<file path="config.mk">
export PLATFORM = sky130hd
export DESIGN_NAME = csm_shared_mem
export DESIGN_NICKNAME = d
export VERILOG_FILES = /design/src/rtl/csm_shared_mem.sv
export SDC_FILE = /design/constraint.sdc
export NUM_CORES = 1
export LEC_CHECK = 0
export CORE_MARGIN = 1
export CORE_UTILIZATION = 45
export CTS_CLUSTER_DIAMETER = 100
export DETAILED_ROUTE_END_ITERATION = 7
export PLACE_DENSITY = 0.71
export SYNTH_ARGS = -nofsm -noshare
export SYNTH_HDL_FRONTEND = slang
export SYNTH_SLANG_ARGS = --single-unit
</file>
<file path="constraint.sdc">
create_clock -name clk -period 2.1 [get_ports clk]
set_input_delay 0.42 -clock clk [delete_from_list [all_inputs] [get_ports clk]]
set_output_delay 0.42 -clock clk [all_outputs]
set_load 0.05 [all_outputs]
</file>
<file path="src/rtl/csm_shared_mem.sv">
// Responder side of the CSM two-processor protocol: a small shared register file
// with two request ports and an exclusive HOLD lock that auto-releases after idle time.
module csm_shared_mem #(
    parameter int ADDR_W       = 2,
    parameter int DATA_W       = 8,
    parameter int HOLD_TIMEOUT = 16
) (
    input  logic              clk,
    input  logic              reset_n,
    input  logic              a_valid,
    input  logic [2:0]        a_op,
    input  logic [ADDR_W-1:0] a_addr,
    input  logic [DATA_W-1:0] a_wdata,
    output logic              a_done,
    output logic [DATA_W-1:0] a_rdata,
    output logic              a_err,
    input  logic              b_valid,
    input  logic [2:0]        b_op,
    input  logic [ADDR_W-1:0] b_addr,
    input  logic [DATA_W-1:0] b_wdata,
    output logic              b_done,
    output logic [DATA_W-1:0] b_rdata,
    output logic              b_err,
    output logic [1:0]        lock_owner,
    output logic              hold_timeout
);
    localparam int DEPTH = 1 << ADDR_W;
    localparam int CNT_W = (HOLD_TIMEOUT > 0) ? $clog2(HOLD_TIMEOUT + 1) : 1;
    localparam logic [CNT_W-1:0] CNT_LOAD = CNT_W'(HOLD_TIMEOUT);

    localparam logic [2:0] OP_NOP   = 3'b000;
    localparam logic [2:0] OP_READ  = 3'b001;
    localparam logic [2:0] OP_WRITE = 3'b010;
    localparam logic [2:0] OP_HOLD  = 3'b011;
    localparam logic [2:0] OP_REL   = 3'b100;

    localparam logic [1:0] LOCK_FREE = 2'b00;
    localparam logic [1:0] LOCK_A    = 2'b01;
    localparam logic [1:0] LOCK_B    = 2'b10;

    logic [DATA_W-1:0] mem_q [DEPTH];
    logic [DATA_W-1:0] mem_d [DEPTH];
    logic [1:0]        lock_q, lock_d;
    logic [CNT_W-1:0]  cnt_q, cnt_d;
    logic              hold_timeout_q, hold_timeout_d;
    logic              a_done_q, a_done_d, a_err_q, a_err_d;
    logic              b_done_q, b_done_d, b_err_q, b_err_d;
    logic [DATA_W-1:0] a_rdata_q, a_rdata_d, b_rdata_q, b_rdata_d;

    logic a_req, b_req, a_ok, b_ok;
    logic a_wr_ok, b_wr_ok, a_hold_ok;
    logic owner_op, owner_rel;

    // Acceptance is judged against the lock state at the start of the cycle;
    // port A has fixed priority in same-cycle conflicts.
    always_comb begin
        a_req = a_valid && (a_op != OP_NOP);
        b_req = b_valid && (b_op != OP_NOP);

        case (a_op)
            OP_READ, OP_WRITE, OP_HOLD: a_ok = a_req && (lock_q != LOCK_B);
            OP_REL:                     a_ok = a_req && (lock_q == LOCK_A);
            default:                    a_ok = 1'b0;
        endcase
        a_wr_ok   = a_ok && (a_op == OP_WRITE);
        a_hold_ok = a_ok && (a_op == OP_HOLD);

        case (b_op)
            OP_READ:  b_ok = b_req && (lock_q != LOCK_A);
            OP_WRITE: b_ok = b_req && (lock_q != LOCK_A) && !(a_wr_ok && (a_addr == b_addr));
            OP_HOLD:  b_ok = b_req && ((lock_q == LOCK_B) || ((lock_q == LOCK_FREE) && !a_hold_ok));
            OP_REL:   b_ok = b_req && (lock_q == LOCK_B);
            default:  b_ok = 1'b0;
        endcase
        b_wr_ok = b_ok && (b_op == OP_WRITE);
    end

    always_comb begin
        lock_d         = lock_q;
        cnt_d          = cnt_q;
        hold_timeout_d = 1'b0;
        owner_op  = ((lock_q == LOCK_A) && a_ok) || ((lock_q == LOCK_B) && b_ok);
        owner_rel = ((lock_q == LOCK_A) && a_ok && (a_op == OP_REL)) ||
                    ((lock_q == LOCK_B) && b_ok && (b_op == OP_REL));

        if (lock_q == LOCK_FREE) begin
            if (a_hold_ok) begin
                lock_d = LOCK_A;
                cnt_d  = CNT_LOAD;
            end else if (b_ok && (b_op == OP_HOLD)) begin
                lock_d = LOCK_B;
                cnt_d  = CNT_LOAD;
            end
        end else if (owner_rel) begin
            lock_d = LOCK_FREE;
            cnt_d  = '0;
        end else if (owner_op) begin
            cnt_d = CNT_LOAD;
        end else if (HOLD_TIMEOUT > 0) begin
            // An owner op in the expiring cycle is handled above and wins.
            if (cnt_q == CNT_W'(1)) begin
                lock_d         = LOCK_FREE;
                cnt_d          = '0;
                hold_timeout_d = 1'b1;
            end else begin
                cnt_d = cnt_q - CNT_W'(1);
            end
        end

        a_done_d  = a_req;
        a_err_d   = a_req && !a_ok;
        a_rdata_d = (a_ok && (a_op == OP_READ)) ? mem_q[a_addr] : a_rdata_q;
        b_done_d  = b_req;
        b_err_d   = b_req && !b_ok;
        b_rdata_d = (b_ok && (b_op == OP_READ)) ? mem_q[b_addr] : b_rdata_q;
    end

    genvar gi;
    generate
        for (gi = 0; gi < DEPTH; gi++) begin : g_mem
            assign mem_d[gi] = (a_wr_ok && (a_addr == ADDR_W'(gi))) ? a_wdata :
                               (b_wr_ok && (b_addr == ADDR_W'(gi))) ? b_wdata : mem_q[gi];

            always_ff @(posedge clk or negedge reset_n) begin
                if (!reset_n) mem_q[gi] <= '0;
                else          mem_q[gi] <= mem_d[gi];
            end
        end
    endgenerate

    always_ff @(posedge clk or negedge reset_n) begin
        if (!reset_n) begin
            lock_q         <= LOCK_FREE;
            cnt_q          <= '0;
            hold_timeout_q <= 1'b0;
            a_done_q       <= 1'b0;
            a_err_q        <= 1'b0;
            a_rdata_q      <= '0;
            b_done_q       <= 1'b0;
            b_err_q        <= 1'b0;
            b_rdata_q      <= '0;
        end else begin
            lock_q         <= lock_d;
            cnt_q          <= cnt_d;
            hold_timeout_q <= hold_timeout_d;
            a_done_q       <= a_done_d;
            a_err_q        <= a_err_d;
            a_rdata_q      <= a_rdata_d;
            b_done_q       <= b_done_d;
            b_err_q        <= b_err_d;
            b_rdata_q      <= b_rdata_d;
        end
    end

    assign a_done       = a_done_q;
    assign a_err        = a_err_q;
    assign a_rdata      = a_rdata_q;
    assign b_done       = b_done_q;
    assign b_err        = b_err_q;
    assign b_rdata      = b_rdata_q;
    assign lock_owner   = lock_q;
    assign hold_timeout = hold_timeout_q;

endmodule
</file>
After elaboration in Yosys (flattened, before gate mapping)
Cells that the tools add are included.
{"block": "totals", "ff_bits": 60, "latch_bits": 0, "mem_bits_rw": 0, "rom_bits": 0, "input_bits": 30, "output_inout_bits": 23, "wordCells": 121, "mem_count": 0}
{"block": "op_classes", "addsub": 1, "mul": 0, "div": 0, "order_cmp": 2, "n_eq_ne": 22, "shifts": 0, "muxes": 32, "n_bitwise": 2, "reduce_logical": 49}
{"op": "two-way mux 8 bit", "count": 12}
{"op": "binary-select mux 8 bit (select 2 bit)", "count": 2}
{"op": "logical AND 1 bit", "count": 30}
{"op": "two-way mux 5 bit", "count": 6}
{"op": "== test 3 x 2 -> 1 bit (second input constant)", "count": 4}
{"op": "two-way mux 2 bit", "count": 6}
{"op": "== test 2 bit (second input constant)", "count": 5}
{"op": "nonzero test 3 bit", "count": 3}
{"op": "nonzero test 2 bit", "count": 4}
{"op": "== test 2 x 1 -> 1 bit (second input constant)", "count": 3}
{"op": "== test 3 x 1 -> 1 bit (second input constant)", "count": 2}
{"op": "== test 3 bit (second input constant)", "count": 2}
{"op": "greater-or-equal comparator 3 bit (second input constant)", "count": 2}
{"op": "logical NOT 2 bit", "count": 3}
{"op": "inverter 2 -> 3 bit", "count": 2}
{"op": "== test 5 x 1 -> 1 bit (second input constant)", "count": 1}
{"op": "subtractor 5 x 1 -> 5 bit (second input constant)", "count": 1}
{"op": "logical NOT 1 bit", "count": 4}
{"op": "two-way mux 1 bit", "count": 4}
{"op": "one-hot mux 1 bit (4 select lines)", "count": 1}
{"op": "logical OR 1 bit", "count": 3}
{"op": "inequality test 3 x 1 -> 1 bit (second input constant)", "count": 1}
{"op": "inequality test 3 x 2 -> 1 bit (second input constant)", "count": 1}
{"op": "AND reduction 3 bit", "count": 1}
{"op": "5 further kinds", "count": 5}

Depth between registers and ports, before layout
Gate-level depths: netlist of run 1.
{"block": "logic_depth", "ltp_word": 15, "depth_mapped": 8, "ltp_nobuf": 6}

Least setup slack after synthesis of run 1
Ideal clock, no wire load.
{"block": "synth_timing", "path_type": "register -> register", "from": "register lock_q[1] (netlist: lock_owner[1])", "to": "register mem_q[0] (netlist bit)", "arrival_time_ns": 2.094, "required_ns": 1.967, "setup_slack_ns": -0.127, "stages_incl_launch_ff": 8, "n_path_buf": 2, "period_less_slack_ns": 2.227, "cell_sequence": "dfrtp_1 > nand2b_1 > and4_4 > buf_6 > or4_1 > buf_2 > mux2i_1 > o21ai_1"}
{"block": "synth_between", "elab_chain_cells": 12}
{"element": "from (decl)", "line_no": "43", "source": "logic [1:0] lock_q, lock_d;"}
{"element": "from (signal assigned)", "line_no": "143", "source": "lock_q <= lock_d;"}
{"element": "== test 2 x 1 -> 1 bit / inequality test 2 bit (equally long branches)", "line_no": "62, 61"}
{"element": "logical AND 1 bit, on equally long branches", "line_no": "62, 61"}
{"element": "one-hot mux 1 bit (2 select lines)", "line_no": "60", "source": "case (a_op)"}
{"element": "logical AND 1 bit", "line_no": "66", "source": "a_hold_ok = a_ok && (a_op == OP_HOLD);"}
{"element": "logical NOT 1 bit", "line_no": "71", "source": "OP_HOLD: b_ok = b_req && ((lock_q == LOCK_B) || ((lock_q == LOCK_FREE) && !a_hold_ok));"}
{"element": "logical AND 1 bit", "line_no": "71"}
{"element": "logical OR 1 bit", "line_no": "71"}
{"element": "logical AND 1 bit", "line_no": "71"}
{"element": "one-hot mux 1 bit (4 select lines)", "line_no": "68", "source": "case (b_op)"}
{"element": "logical AND 1 bit", "line_no": "75", "source": "b_wr_ok = b_ok && (b_op == OP_WRITE);"}
{"element": "logical AND 1 bit", "line_no": "122", "source": "(b_wr_ok && (b_addr == ADDR_W'(gi))) ? b_wdata : mem_q[gi];"}
{"element": "nonzero test 2 bit (no source line)"}
{"element": "to (signal, indexed assignment)", "line_no": "126", "source": "else mem_q[gi] <= mem_d[gi];"}
{"element": "to (decl)", "line_no": "41", "source": "logic [DATA_W-1:0] mem_q [DEPTH];"}
Parallel ways exist; a longest one is shown, timed or not.
A chain may end at the register's enable or synchronous reset.

Worst setup path in the final report of run 1
{"block": "layout_timing", "from": "register lock_q[1] (netlist: lock_owner[1])", "to": "output lock_owner[1]"}
{"element": "to (decl)", "line_no": "24", "source": "output logic [1:0] lock_owner,"}
No word-level cell between the ends.

==> results of run 1 <==
cells in the final DEF (no fill, tap or decap), drive strengths merged, types with 3 or more instances in the layout:
master         instances
mux4                  16
clkdlybuf4s50         47
a21oi                 20
nor2b                  5
nor3                   3
nor2                  27
o21ai                 21
nand4b                 3
nor4bb                 3
dlymetal6s2s           3
dfrtp                 60
nand2                 31
clkinv                 3
clkbuf                11
nor4                   3
inv                    5
buf                   48
xnor2                  3
o22ai                  4
mux2                  16
mux2i                 33
nand2b                 7
timing repair:
item                                    4_1_cts  5_1_grt
cloned                                        0        0
endpoints found under the setup margin        1        6
pin swaps                                     0        0
hold buffers                                  0        0
resized for setup                             1        5
endpoints found under the hold margin         0        0
flip-flops by register name, indices dropped and copies added, names as in the netlist:
register and cells:
mem_q 32, a_rdata 8, cnt_q 5, lock_owner 2, b_done 1, b_err 1
hold_timeout 1, b_rdata 8, a_done 1, a_err 1
cell families after synthesis:
group,count (synthesis),share of synthesized area
simple gates,95,0.156
buf+inv,19,0.0257
flops,60,0.446
xor+xnor,3,0.00781
mux,65,0.260
fa+ha+maj,2,0.00744
compound gates,57,0.0971
through the flow:
stage | cell area, um2 | power, uW | setup TNS (ps) | hold WS, ps
floorplan | 3370 | 3640 | 0 | 124
global placement | 4350 | 4450 | -7830 | 441
detailed placement | 4350 | 4550 | -9800 | 450
CTS | 4520 | 5510 | 0 | 73.9
global route | 4540 | 5810 | 0 | 101
finish | 4540 | 5490 | 0 | 62.7
power by group through the flow:
stage / registers [uW] / logic (uW) / clock network (uW)
detailed placement: 2040 / 2510 / 0
finish: 2030 / 2510 / 951
floorplan: 2550 / 1090 / 0
global route: 2090 / 2700 / 1020
global placement: 2000 / 2450 / 0
CTS: 2020 / 2510 / 977
cells in the mapped netlist (2+ instances only):
cell      number  area [um2]
a21oi_1       20         100
and2_1         2        12.5
buf_1          3        11.3
buf_2          2        10.0
clkbuf_1       6        22.5
dfrtp_1       60        1500
ha_1           2        25.0
inv_1          5        18.8
mux2_2        16         180
mux2i_1       33         330
mux4_2        15         338
nand2_1       31         116
nand2b_1       7        43.8
nand3_1        2        10.0
nand3b_1       2        15.0
nand4b_1       3        26.3
nor2_1        27         101
nor2b_1        5        31.3
nor3_1         2        10.0
nor4_4         2        42.5
nor4bb_1       2        20.0
o21a_1         2        15.0
o21ai_0        4        20.0
o21ai_1       17        85.1
o22ai_1        4        25.0
o31ai_1        2        15.0
or2_2          2        12.5
xnor2_1        3        26.3
per-layer routing:
metal  vias up  share of wire  track usage
met5         -              0            0
met4         0          0.013       0.0660
met3        12          0.057       0.0382
met2        86           0.49        0.379
met1      1394           0.44        0.326
li1       1304              -            -
area by class of cell:
cell class | instances | area (um2) | share of cell area
multi-input combinational | 222 | 1790 | 0.394
sequential | 60 | 1500 | 0.331
timing repair buffer | 99 | 925 | 0.204
clock buffer | 11 | 141 | 0.0311
tap | 99 | 124 | 0.0273
clock inverter | 5 | 37.5 | 0.00826
inverter | 5 | 18.8 | 0.00413
worst paths after layout:
kind	cells past startpoint	startpoint	to	slack (ps)
max	1	lock_owner[1]	lock_owner[1]	70
min	2	reset_n	a_done	60
max reg2reg	7	lock_owner[0]	mem_q[25]	160
min reg2reg	1	b_rdata[3]	b_rdata[3]	510
max in group asynchronous	2	reset_n	mem_q[17]	1640
min in group clk	1	b_rdata[3]	b_rdata[3]	510
==> results by group, run 1 <==
Status
  • Outcome: finished clean

Critical path
  • Critical Path Source Type: register
  • Critical path arrival: between 1500 and 2000 ps
  • WP buf/inv: 1
  • Critical path peak fanout: 9
  • Critical-path top delay cell: clkdlybuf4s50_1
  • Required @ worst endpoint: 1680 ps
  • CP endpoint kind: primary output
  • Worst path cell trace: clkdlybuf4s50_1
  • CP max stage delay: between 800 and 900 ps
  • Crit path max-delay family: buffers and inverters
  • WS Path Type: reg2out

Clocking
  • Total CTS buffers: 9
  • Clock latency on the worst-skew pair: around 340 ps
  • CTS Sinks: 60
  • Root Buffer: clkbuf_8
  • H-tree depth: 3
  • Max clock buf depth: 2
  • Setup Buffers After CTS: 0
  • TritonCTS clock tree: built
  • Worst-path clk slew: roughly 80 ps

Synth
  • Syn Area/Cell: between 10 and 15 um2
  • Synth unique cells: 48
  • Mapped Nets: 333
  • Seq/Total Area, Yosys: 0.446
  • Asr flop ratio synth: 1.00
  • Post-Synthesis Cells: 301
  • #FFs+latches synth: 60
  • EDFF count, synth: 0
  • Synth Cell Area: about 3400 um2
  • Most common flop cell mapped by yosys: dfrtp_1
  • Syn. warnings: 0

Timing
  • Final setup margin: ~70 ps
  • Hold Violations, Final: 0
  • # setup viols final: 0
  • Slew Limit Fails: 0
  • Slew @ Worst Pin: roughly 500 ps
  • Slew margin rel.: 0.665
  • RSZ-0062 raised after global routing: false
  • Period utilization: 0.967
  • Skew final: around 12 ps
  • Peak Freq: about 0.49 GHz
  • Fin crit period: roughly 2000 ps

Placement
  • Port buffer count: 52
  • GPL Wtd Cong: roughly 0.95
  • Post-DP HPWL: 5.95 mm
  • Setup WS pre-CTS: -292 ps
  • Placed Cells: 485

Pwr
  • Clk pwr share: 0.173
  • Net Switching: around 2200 uW
  • Power per cell area: 1210 nW/um2
  • VDD IR-drop max: ~0.00050 V
  • Leakage: 0.00194 uW
  • Sw frac: 0.401
  • Int Pwr: 3290 uW
  • Logic pwr share: 0.458
  • Flop pwr share: 0.369

Global route
  • Initial antenna violation count: 0
  • Largest net degree at the start of global routing: 37
  • Vias in the first global route: ~2,700
  • All-Layer GR Usage: 0.234
  • Grt ovf: 0
  • First-pass GRT wire length: around 14 mm

Routing
  • Total Wirelength: around 8.4 mm
  • First drt pass iteration count: 4
  • Via count: 2,796
  • Routed Antenna Nets: 0
  • Vias per inst: 5.58
  • Wire per inst: between 15 and 20 um
  • Iter 0 DRT Violations: 200
  • DRC errors left: 0

Min path
  • Hold Path Class: in2async

Floorplanning
  • I/O Pins: between 50 and 60
  • Effective utilization at floorplan: 0.464
  • CORE AREA: 7250 um2
  • Total die area: ~7800 um2
  • Die H: 88.5 um
  • Die Width: ~88 um
  • FP Rows: 31

Flow run
  • Max Cap Viol: 0

Layout
  • Filler cell count: 602
  • Final Net Count: 429
  • Ant diodes: 0
  • Core Util, Final: 0.626
  • Share of layout cells above drive strength 1: 0.264
  • Final Non-Filler Cells: 501
  • Area Overhead vs Synth: 35.0%
(Power assumes the default switching activity.)
==> inputs of run 2 (changes only) <==
Clock period 2.1 ns to 2.5 ns, I/O delays scaled along.
==> results by group, run 2 (synthesized netlist as in run 1, its figures left out) <==
Status
  • Outcome: finished clean (unchanged)

Layout
  • Max reg flops: 32 (unchanged)
  • Commonest non-fill, non-tap cell in the layout: dfrtp_1 (unchanged)
  • Ant diodes: 0 (unchanged)
  • Most flop-heavy register: mem_q (unchanged)
  • Area Overhead vs Synth: 32.2% (was 35.0%)
  • Most frequent cells in the layout: dfrtp_1, clkdlybuf4s50_1, buf_4 (unchanged)
  • Core Util, Final: 0.613 (was 0.626)
  • Share of layout cells above drive strength 1: 0.233 (was 0.264)
  • Final Non-Filler Cells: 490 (was 501)
  • Final Net Count: 419 (was 429)

Clocking
  • H-tree depth: 3 (unchanged)
  • Post-CTS sizing: 0 (was 1)
  • Cts hold-fix bufs: 0 (unchanged)
  • Clock latency on the worst-skew pair: 340 ps (about the same)
  • CTS Sinks: 60 (unchanged)
  • Root Buffer: clkbuf_8 (unchanged)
  • TritonCTS clock tree: built (unchanged)
  • Max clock buf depth: 2 (unchanged)
  • Worst-path clk slew: 70 ps (was 80 ps)
  • Total CTS buffers: 9 (unchanged)
  • Setup Buffers After CTS: 0 (unchanged)

Routing
  • Wire per inst: 17.1 um (was 16.7 um)
  • Via count: 2,739 (was 2,796)
  • Routed Antenna Nets: 0 (unchanged)
  • DRC errors left: 0 (unchanged)
  • Iter 0 DRT Violations: 140 (was 200)
  • Vias per inst: 5.59 (was 5.58)
  • First drt pass iteration count: 4 (unchanged)
  • Total Wirelength: 8.39 mm (unchanged)

Flow run
  • Max Cap Viol: 0 (unchanged)

Critical path
  • Worst path cell trace: clkdlybuf4s50_1 (unchanged)
  • Critical Path Source Type: register (unchanged)
  • CP endpoint kind: primary output (unchanged)
  • Critical path arrival: 1690 ps (was 1610 ps)
  • Reg2reg start: lock_owner[0] (unchanged)
  • Register-to-Register Path Depth: 6 (was 7)
  • CP max stage delay: 860 ps (was 830 ps)
  • Required @ worst endpoint: 2000 ps (was 1680 ps)
  • R2r setup slk: 460 ps (was 160 ps)
  • Critical-path top delay cell: clkdlybuf4s50_1 (unchanged)
  • Critical path peak fanout: 10 (was 9)
  • RR Endpoint: mem_q[5] (was mem_q[25])
  • WS Path Type: reg2out (unchanged)
  • WP buf/inv: 1 (unchanged)
  • Crit path max-delay family: buffers and inverters (unchanged)

Floorplanning
  • CORE AREA: 7250 um2 (unchanged)
  • Effective utilization at floorplan: 0.464 (unchanged)
  • Die Width: 88.5 um (unchanged)
  • FP Rows: 31 (unchanged)
  • Die H: 88.5 um (unchanged)
  • Total die area: 7820 um2 (unchanged)
  • I/O Pins: 53 (unchanged)

Timing
  • Slew @ Worst Pin: 504 ps (was 501 ps)
  • # setup viols final: 0 (unchanged)
  • Peak Freq: around 0.46 GHz
  • Final setup margin: 312 ps (was 70.1 ps)
  • Slew Limit Fails: 0 (unchanged)
  • Period utilization: 0.875
  • Slew margin rel.: 0.663 (was 0.665)
  • Hold slack final: 81.6 ps (was 62.7 ps)
  • RSZ-0062 raised after global routing: false (unchanged)
  • Setup TNS: 0 ps (unchanged)
  • Fin crit period: approximately 2200 ps
  • Hold Violations, Final: 0 (unchanged)
  • Skew final: 11.0 ps (was 11.9 ps)

Pwr
  • Logic pwr share: 0.434 (was 0.458)
  • Int Pwr: 2920 uW (was 3290 uW)
  • VDD IR-drop max: 0.000414 V (was 0.000502 V)
  • Flop pwr share: 0.363 (was 0.369)
  • Clk pwr share: 0.203 (was 0.173)
  • Sw frac: 0.382 (was 0.401)
  • Net Switching: 1810 uW (was 2200 uW)
  • Leakage: 0.00187 uW (was 0.00194 uW)
  • Power per cell area: 1060 nW/um2 (was 1210 nW/um2)

Placement
  • Placed Cells: 475 (was 485)
  • Setup WS pre-CTS: 39.4 ps (was -292 ps)
  • GPL Wtd Cong: 0.883 (was 0.946)
  • Post-DP HPWL: 6.26 mm (was 5.95 mm)
  • Port buffer count: 52 (unchanged)

Min path
  • Hold Path Class: in2async (unchanged)

Global route
  • Vias in the first global route: 2,574 (was 2,689)
  • First-pass GRT wire length: 13.2 mm (was 13.6 mm)
  • Initial antenna violation count: 0 (unchanged)
  • All-Layer GR Usage: 0.230 (was 0.234)
  • Largest net degree at the start of global routing: 31 (was 37)
  • Grt ovf: 0 (unchanged)
run 2: cell count changes in the layout (fill, tap and decap cells not counted), moves of 2 or more:
cell,change
buf_4,-7
clkdlybuf4s50_1,+4
buf_12,-3
dlymetal6s2s_1,-3
bufinv_16,+2
clkinvlp_4,-2
dfrtp_1,+2
dfrtp_2,-2
run 2: metrics by stage:
stage / cell area [um2] / power (uW)
finish: 4450 / 4730
floorplan: 3360 / 3060
detailed placement: 4230 / 3800
global route: 4450 / 5000
global placement: 4230 / 3710
CTS: 4450 / 4760
run 2: power by group through the flow:
| stage | Sequential (uW) | Combinational [uW] | Clock (uW) |
|---|---|---|---|
| after CTS | 1720 | 2070 | 978 |
| after global routing | 1780 | 2200 | 1020 |
| final | 1720 | 2050 | 961 |
| after detailed placement | 1730 | 2060 | 0 |
| after floorplan | 2140 | 920 | 0 |
| after global placement | 1700 | 2020 | 0 |
run 2: how the worst max path moves through the flow:
stage                       start             to  slack, ps  depth (start not counted)
floorplan           lock_owner[1]       mem_q[0]        270                          7
global placement          a_op[0]       cnt_q[0]        100                          7
detailed placement        a_op[1]       mem_q[5]         40                          7
CTS                 lock_owner[0]  lock_owner[0]        300                          1
global route        lock_owner[1]  lock_owner[1]        230                          1
finish              lock_owner[0]  lock_owner[0]        310                          1
run 2: cell type report:
cell class              instances  area (um2)
clock buffers                  11         141
well taps                      99         124
inverters                       5        18.8
fillers                       620        2810
repair buffers                 89         806
flip-flops and latches         60        1500
multi-input cells             222        1780
clock inverters                 4        73.8
run 2: per-layer routing:
metal  vias to the layer above  routed length, um  track usage
met2                        76               4050        0.370
met5                         -                  0            0
met4                         0                233        0.101
li1                       1288                  -            -
met3                        20                399       0.0299
met1                      1355               3710        0.313
==> inputs of run 3 (changes only) <==
Settings changed: CAP_MARGIN from default to 20.
==> results of run 3 <==
Final layout, timing and power as in run 2 (identical DEF).
